## config.mk

```make
export PLATFORM = sky130hd
export DESIGN_NAME = intersection_scheduler
export DESIGN_NICKNAME = d
export VERILOG_FILES = /design/src/rtl/intersection_scheduler.sv
export SDC_FILE = /design/constraint.sdc
export NUM_CORES = 1
export LEC_CHECK = 0
export CAP_MARGIN = 25
export CORE_ASPECT_RATIO = 0.5
export CORE_MARGIN = 1.5
export CORE_UTILIZATION = 27
export CTS_CLUSTER_DIAMETER = 50
export DETAILED_ROUTE_END_ITERATION = 7
export HOLD_SLACK_MARGIN = 0.12
export PLACE_DENSITY_LB_ADDON = 0.12
export SLEW_MARGIN = 20
export SYNTH_ARGS = -nofsm -noshare
export SYNTH_HDL_FRONTEND = slang
export SYNTH_SLANG_ARGS = --single-unit
```

## constraint.sdc

```tcl
create_clock -name clk -period 3.1 [get_ports clk]
set_clock_uncertainty 0.05 [all_clocks]
set_input_delay 0.465 -clock clk [delete_from_list [all_inputs] [get_ports clk]]
set_output_delay 0.465 -clock clk [all_outputs]
set_load 0.005 [all_outputs]
```

## src/rtl/intersection_scheduler.sv

```systemverilog
// Uni Ave / MLK Way phase scheduler with built-in interval timer, latched
// pedestrian request and emergency preempt; lights are a Moore decode of state.
module intersection_scheduler #(
    parameter int unsigned TL_CYC = 20,
    parameter int unsigned TS_CYC = 4,
    parameter int unsigned TW_CYC = 8,
    parameter int unsigned CNT_W  = 8
) (
    input  logic       clk,
    input  logic       rst,
    input  logic       c,
    input  logic       ped,
    input  logic       emg,
    output logic       ug,
    output logic       uy,
    output logic       ur,
    output logic       mg,
    output logic       my,
    output logic       mr,
    output logic       walk,
    output logic [2:0] phase,
    output logic       ped_pend,
    output logic       st
);

    typedef enum logic [2:0] {
        S_UG   = 3'd0,
        S_UY   = 3'd1,
        S_MG   = 3'd2,
        S_MY   = 3'd3,
        S_PED  = 3'd4,
        S_HOLD = 3'd5
    } state_t;

    localparam logic [CNT_W-1:0] TL_LIM = CNT_W'(TL_CYC - 1);
    localparam logic [CNT_W-1:0] TS_LIM = CNT_W'(TS_CYC - 1);
    localparam logic [CNT_W-1:0] TW_LIM = CNT_W'(TW_CYC - 1);

    state_t           state_q, state_d;
    logic [CNT_W-1:0] cnt_q, cnt_d;
    logic             ped_pend_q, ped_pend_d;
    logic             tl, ts, tw;

    assign tl = (cnt_q >= TL_LIM);
    assign ts = (cnt_q >= TS_LIM);
    assign tw = (cnt_q >= TW_LIM);

    always_ff @(posedge clk or negedge rst) begin
        if (!rst) begin
            state_q    <= S_UG;
            cnt_q      <= '0;
            ped_pend_q <= 1'b0;
        end else begin
            state_q    <= state_d;
            cnt_q      <= cnt_d;
            ped_pend_q <= ped_pend_d;
        end
    end

    always_comb begin
        state_d = state_q;
        case (state_q)
            S_UG: begin
                if (emg || (tl && (c || ped_pend_q))) state_d = S_UY;
            end
            S_UY: begin
                if (ts) begin
                    if (emg)             state_d = S_HOLD;
                    else if (ped_pend_q) state_d = S_PED;
                    else if (c)          state_d = S_MG;
                    else                 state_d = S_UG;
                end
            end
            S_MG: begin
                if (emg || tl || !c) state_d = S_MY;
            end
            S_MY: begin
                if (ts) begin
                    if (emg)             state_d = S_HOLD;
                    else if (ped_pend_q) state_d = S_PED;
                    else                 state_d = S_UG;
                end
            end
            S_PED: begin
                if (emg)     state_d = S_HOLD;
                else if (tw) state_d = S_UG;
            end
            S_HOLD: begin
                if (!emg) state_d = S_UG;
            end
            default: state_d = S_UG;
        endcase
    end

    // Timer restarts on every state change so each state sees cnt=0 first.
    always_comb begin
        cnt_d = cnt_q;
        if (state_d != state_q) cnt_d = '0;
        else if (cnt_q != '1)   cnt_d = cnt_q + 1'b1;
    end

    // Entering PED clears the request even if ped is pressed on that edge.
    always_comb begin
        ped_pend_d = ped_pend_q;
        if (ped && (state_q != S_PED))             ped_pend_d = 1'b1;
        if ((state_d == S_PED) && (state_q != S_PED)) ped_pend_d = 1'b0;
    end

    always_comb begin
        ug   = 1'b0;
        uy   = 1'b0;
        ur   = 1'b0;
        mg   = 1'b0;
        my   = 1'b0;
        mr   = 1'b0;
        walk = 1'b0;
        case (state_q)
            S_UY:   begin uy = 1'b1; mr = 1'b1; end
            S_MG:   begin mg = 1'b1; ur = 1'b1; end
            S_MY:   begin my = 1'b1; ur = 1'b1; end
            S_PED:  begin ur = 1'b1; mr = 1'b1; walk = 1'b1; end
            S_HOLD: begin ur = 1'b1; mr = 1'b1; end
            default: begin ug = 1'b1; mr = 1'b1; end
        endcase
    end

    assign phase    = state_q;
    assign ped_pend = ped_pend_q;
    assign st       = (state_d != state_q);

endmodule

```

After elaboration in Yosys (flattened, before gate mapping)

Cells that the tools add are included.

Add/sub/neg operators: 1
Multipliers: 0
Divide/modulo/power cells: 0
Magnitude comparators: 3
Equality and inequality tests: 9
Shift-type cells: 0
Muxes and demuxes: 24
Bitwise operators: 0
Reduce and logical (&&, ||, !) cells: 14

Operators with widths:

| cell                | count |
|---|---|
| $mux 3              | 11 |
| $pmux 3 s6          | 1 |
| $mux 8              | 2 |
| $eq 3x3->1 const B  | 3 |
| $mux 1              | 9 |
| $add 8x1->8 const B | 1 |
| $ge 8x2->1 const B  | 1 |
| $ge 8x3->1 const B  | 1 |
| $ge 8x5->1 const B  | 1 |
| $ne 8x8->1 const B  | 1 |
| $eq 3x2->1 const B  | 2 |
| $reduce_or 5->1     | 1 |
| $logic_or 1x1->1    | 4 |
| $reduce_bool 2->1   | 2 |
| $reduce_or 4->1     | 1 |
| $eq 3x1->1 const B  | 1 |
| $logic_and 1x1->1   | 3 |
| $logic_not 3->1     | 1 |
| $ne 3x3->1          | 1 |
| $ne 3x3->1 const B  | 1 |
| $mux 2              | 1 |
| $reduce_or 2->1     | 1 |
| $logic_not 1->1     | 1 |

Bits in registers: 12
Latch bits: 0
Memory bits (writable): 0
Bits in read-only memories: 0
Input port bits: 5
Logic and storage cells: 54
Memories kept: 0

Depth between registers and ports, before layout

Word-level depth: 8
Mapped depth: 7
Depth with buffers taken out: 7

Least setup slack after synthesis

Ideal clock, no wire load.

Kind: reg-to-output
From: register cnt_q[6]
To: output st
Data arrival time: 2.079 ns
Required time: 2.585 ns
Slack: 0.506 ns
Cell stages (with the launch flop): 7
Buffers on the path: 1
Cells stage by stage: dfrtp_1 -> or3_1 -> or4_1 -> a21o_1 -> a31o_1 -> buf_6 -> or2_2

Cells in the longest elaborated chain, start to end: 6

RTL lines:

| what                                                  | line   | source |
|---|---|---|
| from (decl)                                           | 40     | `logic [CNT_W-1:0] cnt_q, cnt_d;` |
| from (signal assigned)                                | 55     | `cnt_q <= cnt_d;` |
| $ge 8x5->1                                            | 44     | `assign tl = (cnt_q >= TL_LIM);` |
| $logic_or 1x1->1 or $logic_and 1x1->1 (tied branches) | 75, 64 |  |
| $logic_or 1x1->1, on equally long branches            | 75, 64 |  |
| $mux 3, on equally long branches                      | 75, 64 |  |
| $pmux 3 s6 *                                          | 62     | `case (state_q)` |
| $ne 3x3->1 *                                          | 129    | `assign st = (state_d != state_q);` |
| to (decl)                                             | 23     | `output logic st` |

Every way passes the cells marked *; elsewhere a longest branch is shown, timed or not.

Worst setup path after layout

Same ends and word-level chain as after synthesis.

==> flow_summary.ini <==
[run_status]
outcome = complete, no violations

[worst_setup_path]
crit_slowest_cell = or4_1
end_kind = output pin
timing.reg2reg.setup_slack_ps = 730
cp.arrival_ps = 2510
path_delay_family = simple AND/OR/NAND/NOR gates
worst_ep_required_time_ps = 2580
max_stage_delay_ps = 510
setup.worst_path.class = register to output pin
cp_max_fo = 2
critPathBufInv = 1
start_kind = register
path_cells = or3_4 > or4_1 > a21o_1 > a31o_1 > or2_2 > dlygate4sd2_1

[die]
die-area_sq_um = 3527
fp.dieW_um = 82.51
coreArea_sq_um = 3013
die_y_um = 42.75
start_util_pct = 28.32
rows = 14
ios = 17

[synth]
ys_ff_latch = 12
synth_xor_area_share_pct = 1.026
synthArstFlopShare_pct = 100.0
synth_warnings = 0
synth_edf_count = 0
synthTopCellsByCount = 12 x dfrtp_1, 10 x nor3_1, 8 x nand2_1
synth_top_family_by_area = simple AND/OR/NAND/NOR gates
yosysMostFrequentCell = dfrtp_1
synth.distinct_cells = 38
ys.flop_type = dfrtp_1
synth_fp_nets = 104
yosys.area.top_type = dfrtp_1
synthSimpleGateAreaFrac_pct = 27.71
synth_compound_area_share_pct = 20.82
yosysTopAreaCellShare_pct = 35.19
synthTopCellsByArea = dfrtp_1 35%, nor3_1 5.9%, mux2i_1 4.7%
syn_inst = 96
synth-adder-area-share_pct = 4.399
seq_area_frac_synth_pct = 35.19
syn_area_sq_um = 853.3
muxShareOfSynthArea_pct = 6.012
syn_avg_cell_area_sq_um = 8.889

[detailed_routing]
drt-pass1-iter-count = 4
vias = 818
ant_nets = 0
routed_wirelength_um = 2161
drt_iter0_drc = 28
vias_per_cell = 4.928
drc = 0
avgRoutedWirePerCell_um = 13.02

[sta]
rsz0062_at_grt = false
period_minus_slack_ps = 3022
final-setup-viol-count = 0
slew_viol_final = 0
max_freq_mhz = 331.0
period_share_pct = 97.47
tightest_slew_ps = 572.2
slew_headroom_pct = 61.73
tns_ps = 0
finalHoldViolations = 0

[clock_network]
clockBufferDepth = 2
post_cts_buffers = 0
cts_tree = done
cts_buffers = 3
cts_max_level = 1
clk_pin_slew_ps = 50
clock_latency_ps = 240
clkSinkCount = 12
root_buffer = clkbuf_8

[pwr]
p_int_mw = 0.5668
total_power_mw = 0.9251
peakVddDrop_v = 0.0002816
p_sw_mw = 0.3583
p_leak_nw = 0.5347
p_comb_share_pct = 60.3
power_density_nw_per_um2 = 774.2
switching_share_pct = 38.73
clock_power_share_pct = 15.2
power_frac_seq_pct = 24.5

[place]
io_buffers = 16
place_congestion = 0.7519
dp_hpwl_um = 1694

[grt]
grt_usage_pct = 14.73
grt_overflow = 0
antenna_found_initial = 0
grt_pass1_vias = 817
grt_max_degree = 13
grt_pass1_wl_um = 3933

[layout]
nets = 136
drive_gt1_share_pct = 21.43
diodes = 0
nFillCells = 318
syn2layout_area_growth_pct = 40.03

[flow_run]
drv_cap = 0

[worst_hold_path]
hp-class = register to register
## path summary, 6_finish.rpt
check | start | end | cells past startpoint
setup / recovery | cnt_q[6] | st | 6
hold / removal | cnt_q[0] | cnt_q[0] | 2
setup reg to reg | cnt_q[6] | cnt_q[2] | 6
hold reg to reg | cnt_q[0] | cnt_q[0] | 2
max in group asynchronous | rst | cnt_q[6] | 1
min in group asynchronous | rst | cnt_q[2] | 1
## power by group through the flow
stage,Sequential (mW),Combinational (mW),Clock [mW]
2_1_floorplan,0.238,0.309,0
3_3_place_gp,0.228,0.576,0
3_5_place_dp,0.228,0.573,0
4_1_cts,0.226,0.565,0.147
5_1_grt,0.234,0.624,0.154
6_report,0.227,0.558,0.141
## per-stage QoR
step           hold WS, ps  utilization, %  instance area, sq um  setup WS, ps  std cells
2_1_floorplan        119.4               -                 853.3         506.0         96
3_3_place_gp         527.7           38.16                  1150        -62.45        163
3_5_place_dp         517.9           38.16                  1150        -72.19        163
4_1_cts              532.5           39.66                  1195         62.07        166
5_1_grt              579.7           39.66                  1195         3.810        166
6_report             528.9           39.66                  1195         78.44        166
## flip-flops by register name, indices dropped and copies added (netlist names)
signal    cells
cnt_q         8
phase         3
ped_pend      1
## cell usage in the layout, fill, tap and decap left out, types with 2 or more instances in the layout
master	netlist	routed
clkdlybuf4s50_1	0	15
ha_1	3	3
and3_1	2	2
dfrtp_1	12	12
or2_2	2	2
mux2i_1	4	4
a31oi_1	2	2
inv_1	6	6
clkbuf_8	0	3
o21ai_0	3	3
or4_1	2	2
nor3_1	10	10
nand3_1	2	2
nor4_1	3	3
nor2_1	6	6
buf_4	0	14
a21oi_1	6	6
nand2_1	8	8
## logic make-up (layout without fill, tap and decap cells)
group | count (synthesis) | after routing
AOI/OAI and AO/OA | 22 | 22
xor gates and xnor gates | 1 | 1
adders and majority gates | 3 | 3
buffers and inverters | 9 | 39
DFF | 12 | 12
muxes | 5 | 5
and+or+nand+nor | 44 | 44
## metal layers
| layer | share of wire [%] | up-vias | wire [um] | global-route usage (%) |
|---|---|---|---|---|
| met2 | 41 | 13 | 876 | 20.98 |
| li1 | - | 417 | - | - |
| met5 | 0 | - | 0 | 0 |
| met1 | 55 | 386 | 1189 | 21.90 |
| met4 | 0.32 | 0 | 7 | 2.000 |
| met3 | 4.0 | 2 | 87 | 4.731 |
## area by class of cell
class,count,area [sq um],share of cell area [%]
Inverter,6,22.52,1.885
Timing Repair Buffer,30,264.0,22.09
Tap cell,40,50.05,4.188
Multi-Input combinational cell,75,516.7,43.25
Sequential cell,12,300.3,25.13
Clock buffer,3,41.29,3.455
## worst min-delay path, cell delays in order, from the launching register on
cell and delay, ps:
dfrtp_1 370, xnor2_1 130, nor3_1 40
## timing repair
action                                  CTS  global route
endpoints found under the setup margin    1             0
hold buffers                              0             0
resized for setup                         2             0
No activity file was read; power rests on OpenSTA's default activity.
